File: src/rtl/fp32_mul_arbiter.sv
// Round-robin arbiter that time-shares one combinational fp32 multiplier among NUM_REQ requesters.
// One multiply in flight; operands and result registered; product class flags decoded on capture.
//
// state | meaning
// IDLE  | no multiply in flight, pick next requester round-robin
// BUSY  | operands registered, waiting MUL_LAT cycles for the product
// RESP  | result held on resp_* until the consumer takes it
module fp32_mul_arbiter #(
    parameter int NUM_REQ = 4,
    parameter int MUL_LAT = 1,
    localparam int ID_W = $clog2(NUM_REQ)
) (
    input  logic                  clk,
    input  logic                  rst,
    input  logic [NUM_REQ-1:0]    req_valid,
    input  logic [NUM_REQ*32-1:0] req_a,
    input  logic [NUM_REQ*32-1:0] req_b,
    output logic [NUM_REQ-1:0]    req_ready,
    output logic                  resp_valid,
    input  logic                  resp_ready,
    output logic [31:0]           resp_data,
    output logic [ID_W-1:0]       resp_id,
    output logic                  resp_nan,
    output logic                  resp_inf,
    output logic                  resp_zero,
    output logic                  busy
);

    localparam int CNT_W = (MUL_LAT > 1) ? $clog2(MUL_LAT) : 1;

    typedef enum logic [1:0] {
        IDLE,
        BUSY,
        RESP
    } state_t;

    state_t            state;
    state_t            state_next;
    logic [ID_W-1:0]   last_grant;
    logic [ID_W-1:0]   grant;
    logic              found;
    logic [ID_W-1:0]   id;
    logic [CNT_W-1:0]  cnt;
    logic              cnt_done;
    logic [31:0]       op_a;
    logic [31:0]       op_b;

    logic              sa, sb, sp;
    logic [7:0]        ea, eb;
    logic [22:0]       fa, fb;
    logic              a_nan, b_nan, a_inf, b_inf, a_zero, b_zero;
    logic [23:0]       sig_a, sig_b, nsig_a, nsig_b;
    logic [4:0]        lz_a, lz_b;
    logic signed [10:0] exp_a, exp_b, exp_p, exp_r;
    logic [47:0]       prod, prod_n, prod_s, lost_mask;
    logic [5:0]        shamt;
    logic              guard, sticky, round_up;
    logic [24:0]       rsum;
    logic [31:0]       product;
    logic              prod_nan, prod_inf, prod_zero;

    function automatic logic [4:0] lzc24(input logic [23:0] v);
        logic [4:0] n;
        n = 5'd0;
        for (int i = 0; i < 24; i++) begin
            if (v[i]) n = 5'(23 - i);
        end
        return n;
    endfunction

    // Multiplier: subnormal inputs are pre-normalised, result rounded to nearest even.
    always_comb begin
        sa = op_a[31];
        ea = op_a[30:23];
        fa = op_a[22:0];
        sb = op_b[31];
        eb = op_b[30:23];
        fb = op_b[22:0];
        sp = sa ^ sb;

        a_nan  = (ea == 8'hFF) && (fa != 23'd0);
        b_nan  = (eb == 8'hFF) && (fb != 23'd0);
        a_inf  = (ea == 8'hFF) && (fa == 23'd0);
        b_inf  = (eb == 8'hFF) && (fb == 23'd0);
        a_zero = (ea == 8'd0) && (fa == 23'd0);
        b_zero = (eb == 8'd0) && (fb == 23'd0);

        sig_a  = {ea != 8'd0, fa};
        sig_b  = {eb != 8'd0, fb};
        lz_a   = lzc24(sig_a);
        lz_b   = lzc24(sig_b);
        nsig_a = sig_a << lz_a;
        nsig_b = sig_b << lz_b;
        exp_a  = $signed({3'b000, ea | {7'd0, ea == 8'd0}}) - $signed({6'd0, lz_a});
        exp_b  = $signed({3'b000, eb | {7'd0, eb == 8'd0}}) - $signed({6'd0, lz_b});

        prod   = {24'd0, nsig_a} * {24'd0, nsig_b};
        prod_n = prod[47] ? prod : {prod[46:0], 1'b0};
        exp_p  = exp_a + exp_b - 11'sd127 + $signed({10'd0, prod[47]});

        // Tiny results are shifted into subnormal position; beyond 26 everything is sticky.
        if (exp_p > 11'sd0) begin
            shamt = 6'd0;
        end else if (exp_p < -11'sd24) begin
            shamt = 6'd26;
        end else begin
            shamt = 6'(11'sd1 - exp_p);
        end
        prod_s    = prod_n >> shamt;
        lost_mask = ~({48{1'b1}} << shamt);
        guard     = prod_s[23];
        sticky    = (|prod_s[22:0]) | (|(prod_n & lost_mask));
        round_up  = guard & (sticky | prod_s[24]);
        rsum      = {1'b0, prod_s[47:24]} + {24'd0, round_up};

        if (shamt != 6'd0) begin
            exp_r = $signed({10'd0, rsum[23]});
        end else begin
            exp_r = exp_p + $signed({10'd0, rsum[24]});
        end

        if (a_nan) begin
            product = {sa, 8'hFF, 1'b1, fa[21:0]};
        end else if (b_nan) begin
            product = {sb, 8'hFF, 1'b1, fb[21:0]};
        end else if ((a_inf && b_zero) || (a_zero && b_inf)) begin
            product = 32'h7FC0_0000;
        end else if (a_inf || b_inf) begin
            product = {sp, 8'hFF, 23'd0};
        end else if (a_zero || b_zero) begin
            product = {sp, 31'd0};
        end else if (exp_r >= 11'sd255) begin
            product = {sp, 8'hFF, 23'd0};
        end else begin
            product = {sp, exp_r[7:0], rsum[22:0]};
        end

        prod_nan  = (product[30:23] == 8'hFF) && (product[22:0] != 23'd0);
        prod_inf  = (product[30:23] == 8'hFF) && (product[22:0] == 23'd0);
        prod_zero = (product[30:0] == 31'd0);
    end

    always_comb begin
        state_next = state;
        req_ready  = '0;
        grant      = last_grant;
        found      = 1'b0;
        cnt_done   = (cnt == CNT_W'(MUL_LAT - 1));
        resp_valid = (state == RESP);
        busy       = (state != IDLE);
        case (state)
            IDLE: begin
                for (int k = 1; k <= NUM_REQ; k++) begin
                    if (!found && req_valid[(int'(last_grant) + k) % NUM_REQ]) begin
                        found = 1'b1;
                        grant = ID_W'((int'(last_grant) + k) % NUM_REQ);
                    end
                end
                if (found) begin
                    req_ready[grant] = 1'b1;
                    state_next       = BUSY;
                end
            end
            BUSY: begin
                if (cnt_done) state_next = RESP;
            end
            RESP: begin
                if (resp_ready) state_next = IDLE;
            end
            default: state_next = IDLE;
        endcase
    end

    always_ff @(posedge clk) begin
        if (rst) begin
            state      <= IDLE;
            last_grant <= ID_W'(NUM_REQ - 1);
            id         <= '0;
            cnt        <= '0;
            op_a       <= '0;
            op_b       <= '0;
            resp_data  <= '0;
            resp_id    <= '0;
            resp_nan   <= 1'b0;
            resp_inf   <= 1'b0;
            resp_zero  <= 1'b0;
        end else begin
            state <= state_next;
            case (state)
                IDLE: begin
                    if (found) begin
                        op_a       <= req_a[32*int'(grant) +: 32];
                        op_b       <= req_b[32*int'(grant) +: 32];
                        id         <= grant;
                        last_grant <= grant;
                        cnt        <= '0;
                    end
                end
                BUSY: begin
                    cnt <= cnt + 1'b1;
                    if (cnt_done) begin
                        resp_data <= product;
                        resp_id   <= id;
                        resp_nan  <= prod_nan;
                        resp_inf  <= prod_inf;
                        resp_zero <= prod_zero;
                    end
                end
                default: ;
            endcase
        end
    end

endmodule
File: config.mk
export PLATFORM = sky130hd
export DESIGN_NAME = fp32_mul_arbiter
export DESIGN_NICKNAME = d
export VERILOG_FILES = /design/src/rtl/fp32_mul_arbiter.sv
export SDC_FILE = /design/constraint.sdc
export NUM_CORES = 2
export LEC_CHECK = 0
export BUFFER_PORTS_ARGS = -buffer_cell sky130_fd_sc_hd__buf_4
export CAP_MARGIN = 20
export CORE_ASPECT_RATIO = 0.6
export CORE_UTILIZATION = 54
export DETAILED_ROUTE_END_ITERATION = 8
export PLACE_DENSITY = 0.73
export RECOVER_POWER = 25
export SKIP_LAST_GASP = 1
export SLEW_MARGIN = 5
export SYNTH_ARGS = -nofsm -noshare
export SYNTH_HDL_FRONTEND = slang
export SYNTH_SLANG_ARGS = --single-unit
File: constraint.sdc
create_clock -name clk -period 31.7 [get_ports clk]
set_input_delay 6.34 -clock clk [delete_from_list [all_inputs] [get_ports clk]]
set_output_delay 6.34 -clock clk [all_outputs]
set_load 0.05 [all_outputs]
# Word-level counts from Yosys, hierarchy flattened
# Cells that the tools add are included.
# Widths: inputs -> output; s select.
# word_totals
word_cells	202
regBits	108
output_inout_bits	43
input_bits	263
# op_classes
n_addsub	13
shift	6
eq_ne	9
n_mul	1
bitwise	13
mux	95
n_lt_le_gt_ge	9
n_reduce_logical	45
# ops
op	n
$shiftx 128x8->32	2
$mux 5	48
$mux 32	3
$mux 31	3
$logic_not 23->1	3
$reduce_bool 23->1	3
$and 48x48->48	1
$mul 24x24->48	1
$mux 48	1
$not 48->48	1
$reduce_or 48->1	1
$shl 24x5->24	2
$shl 48x6->48 const A	1
$shr 48x6->48	1
$logic_not 31->1	1
$add 24x1->25	1
$eq 8x8->1 const B	3
$reduce_or 23->1	1
$add 11x2->11	2
$mux 1	19
$mux 2	9
$sub 8x5->9	2
$logic_not 8->1	2
$lt 3x4->1 const B	4
other kinds (38)	76

# Longest topological paths before layout
# logic_depth
depth_word	50
mapped_depth	89

# Worst setup path before layout
# Ideal clock, no wire load.
# synth_timing
path_kind	reg-to-reg
start	reg op_a[2]
end	reg resp_inf
setup_slack_ns	13.628
stages_incl_launch_ff	84
setup_time_ns	0.117
arrival_ns	17.955
period_less_slack_ns	18.072
path_buffers	16
cell_sequence	dfxtp_1 > clkbuf_1 > o31ai_1 > a211oi_1 > o31ai_1 > a211o_1 > o311ai_0 > clkbuf_1 > clkbuf_1 > mux2i_1 > mux2i_1 > a21oi_1 > clkbuf_1 > nand2_1 > fa_1 > inv_1 > fa_1 > inv_1 > [... 48 more ...] > and2_1 > nand3_1 > nor3_1 > mux2_2 > or3_1 > o311ai_0 > a21oi_1 > or3_1 > nor3_1 > clkbuf_1 > nand3_1 > nor3_1 > mux2i_1 > nand2_1 > a21oi_1 > nand4_1 > nor4_2 > a32o_1
# synth_via
elab_chain_len	48
word_cells_on_any_way	67
cone_classes	add/sub (7); mul (1); order compare (3); eq/ne (1); shift (3); mux (32); bitwise (5); reduce/logical (15)
# synth_lines
element	line	text
from (decl)	45	logic [31:0] op_a;
from (signal assigned)	192	op_a <= req_a[32*int'(grant) +: 32];
branches (longest 45 deep; another with $mux 5)	-	
$mux 32 *	122	if (a_nan) begin
$logic_not 23->1 / $eq 8x8->1 (equally long branches)	139	prod_inf = (product[30:23] == 8'hFF) && (product[22:0] == 23'd0);
$logic_and 1x1->1 *	139	
to (signal assigned)	205	resp_inf <= prod_inf;
to (decl)	24	output logic resp_inf,
# Every way passes the cells marked *.
# A chain may end at the register's enable or synchronous reset.

# Worst setup path after layout
# layout_timing
start	reg op_b[0]
end	reg resp_zero
# layout_via
elab_chain_len	49
word_cells_on_any_way	67
cone_classes	add/sub (7); mul (1); order compare (3); shift (3); mux (34); bitwise (5); reduce/logical (14)
# layout_lines
element	line	text
from (decl)	46	logic [31:0] op_b;
from (signal assigned)	193	op_b <= req_b[32*int'(grant) +: 32];
branches (longest 46 deep; another with $mux 5)	-	
$mux 32 *	124	end else if (b_nan) begin
$mux 32 *	122	
$logic_not 31->1 *	140	prod_zero = (product[30:0] == 31'd0);
to (signal assigned)	206	resp_zero <= prod_zero;
to (decl)	25	output logic resp_zero,
# Marks and branches as above.

==> impl_metrics.ini <==
[sta]
finalSetupViolations = 0
maxSlewViolCount = 99
slew_headroom_pct = -188
finalHoldViolCount = 0
period_needed_ps = 22270
worstMarginPinSlew_ps = 4330
fmax_mhz = 44.9
finalCritPeriodShare_pct = 70.2
rsz0062_at_grt = no
timing.setup.tns_ps = 0
worst_clock_skew_ps = 18.1

[setup_path]
cpMaxStageDelayCell = a222oi_1
cp_max_fo = 66
end_kind = register
worstPathArrival_ps = 22590
cp-start-kind = register
crit_path_frequent_cell = fa_1
max_stage_delay_ps = 940
worst-setup-path-type = register to register
cp_data_required_time_ps = 32020

[yosys]
synth.distinct_cells = 110
synth_edf_count = 0
synth_top_family_by_area = adder cells
netlist_area_um2 = 34800
syn_area_per_cell_um2 = 7.46
synth-compound-area-share_pct = 19.1
synth_area_leaders = fa_1 28%, nand2_1 7.5%, ha_1 7.4%, inv_1 6.3%, dfxtp_1 6.2%
synthAdderAreaFrac_pct = 35.4
synth_nets = 5619
yosys_warnings = 0
synth-async-reset-ratio_pct = 0
synth.top_cell.area_share_pct = 27.9
synth_ff_type = dfxtp_1
synth-simple-area-share_pct = 22.6
yosysTopAreaCell = fa_1
yosys-mux-area-fraction_pct = 4.57
synth_cells = 4664
synth_xor_area_share_pct = 2.17
yosysSeqAreaShare_pct = 6.22
synth-seq-cells = 108

[outcome]
violations = capacitance limit, slew limit
status = finished, violations left

[flow_run]
maxCapViolCount = 1

[clock_tree]
cts_resized = 0
clock_latency_ps = 390
cts_tree = built
cts.sinks = 108
post_cts_buffers = 0
clockRootBuffer = clkbuf_16
clk_pin_slew_ps = 80
numCtsBuffers = 9
htree_levels = 3
cts_hold_buf = 0
clock_path_buffers = 2

[detailed_routing]
initialDrtViolationCount = 5071
via_per_inst = 6.47
drc = 0
final_antenna_net_count = 0
via_count = 36400
drt_first_pass_iters = 9
drt-total-wl_mm = 146
wire_per_inst_um = 25.9

[grt]
grt_start_max_net_pins = 99
grt_first_pass_wirelength_mm = 217
antenna_found_initial = 2
grt_overflow = 0
grt_use_total_pct = 44.2
grt_pass1_vias = 34100

[layout]
diodes = 0
final_cell_mix = 698 x nand2_1, 588 x inv_1, 555 x nor2_1
final_common_cell = nand2_1
area_growth_pct = 9.28
drive_gt1_share_pct = 10.4
nNetsFinal = 5738

[floorplanning]
die_area_um2 = 65400
initial_core_util_pct = 55.1
dieHeight_um = 199
coreArea_um2 = 63200
rows = 71
die_w_um = 330
num_io_pins = 306

[min_path]
hold_class = register to register

[placed_design]
gp_congestion = 1.07
numPortBuffers = 305
dp_hpwl_mm = 118
==> flip-flops by register name (all words and copies together), names as in the netlist <==
register / flops
state: 2
resp_zero: 1
resp_nan: 1
op_b: 32
last_grant: 2
id: 2
resp_id: 2
resp_data: 32
resp_inf: 1
cnt: 1
op_a: 32
==> worst max-delay path: cells and delay by family (launching register included) <==
| kind | cells | cell delay (ps) |
|---|---|---|
| AND/OR/NAND/NOR | 24 | 6650 |
| multiplexers | 2 | 760 |
| AO/OA/AOI/OAI | 23 | 7010 |
| adder cells (fa/ha/maj) | 14 | 5350 |
| flip-flops | 1 | 560 |
| buffers and inverters | 9 | 1770 |
==> path summary, 6_finish.rpt <==
check / depth (start not counted) / slack, ps / end / startpoint
max reg2reg: 72 / 9430 / resp_zero$_SDFFE_PP0P_ / op_b[0]$_SDFFE_PP0P_
min: 2 / 460 / resp_id[1]$_SDFFE_PP0P_ / resp_id[1]$_SDFFE_PP0P_
max: 72 / 9430 / resp_zero$_SDFFE_PP0P_ / op_b[0]$_SDFFE_PP0P_
min reg2reg: 2 / 460 / resp_id[1]$_SDFFE_PP0P_ / resp_id[1]$_SDFFE_PP0P_
==> through the flow <==
| stage | std cells | hold slack (ps) | instance area [um2] | utilization, % | worst slack (ps) |
|---|---|---|---|---|---|
| final | 5627 | 457 | 38000 | 60.2 | 9430 |
| after global routing | 5627 | 469 | 38000 | 60.2 | 8320 |
| after CTS | 5626 | 457 | 38100 | 60.3 | 10070 |
| after detailed placement | 5610 | 449 | 37800 | 59.8 | 10180 |
| after global placement | 5610 | 441 | 37800 | 59.8 | 10670 |
| after floorplan | 4664 | 432 | 34800 | - | 13630 |
==> cells by family after synthesis <==
group                    after synthesis
other                                  1
flip-flops                           108
adder cells (fa/ha/maj)              692
AO/OA/AOI/OAI                        968
multiplexers                         154
buffers and inverters                888
XOR/XNOR                              86
AND/OR/NAND/NOR                     1767
==> cell usage after synthesis (20+ instances only) <==
cell	number
nand2_1	699
inv_1	588
nor2_1	559
fa_1	485
a21oi_1	264
clkbuf_1	219
ha_1	207
o21ai_0	130
mux2i_1	128
a211oi_1	114
and2_1	109
dfxtp_1	108
nor3_1	104
a311oi_1	67
xnor2_1	51
nand3_1	50
buf_2	46
nand4_1	44
nand2b_1	41
xor2_1	35
o211ai_1	33
nor4_1	30
a21o_1	26
a221oi_1	26
o22ai_1	26
mux2_2	24
a31oi_1	23
nor2b_1	20
o21a_1	20
o31ai_1	20
==> per-layer routing <==
layer | vias up | wire (um) | track usage (%)
li1 | 15900 | - | -
met1 | 17600 | 61600 | 64.6
met2 | 2666 | 56000 | 58.6
met3 | 324 | 24100 | 18.9
met4 | 2 | 4040 | 11.2
met5 | - | 13 | 0
==> area by class of cell <==
class                   instances  area, um2
multi-input cells            3668      29300
well taps                     839       1050
clock buffers                   9        225
inverters                     594       2230
flip-flops and latches        108       2160
repair buffers                402       2890
clock inverters                 7       91.3
fillers                      5864      25200
Power is not shown: default switching activity piles up to over one toggle a cycle in this logic, so the estimate is an artifact.
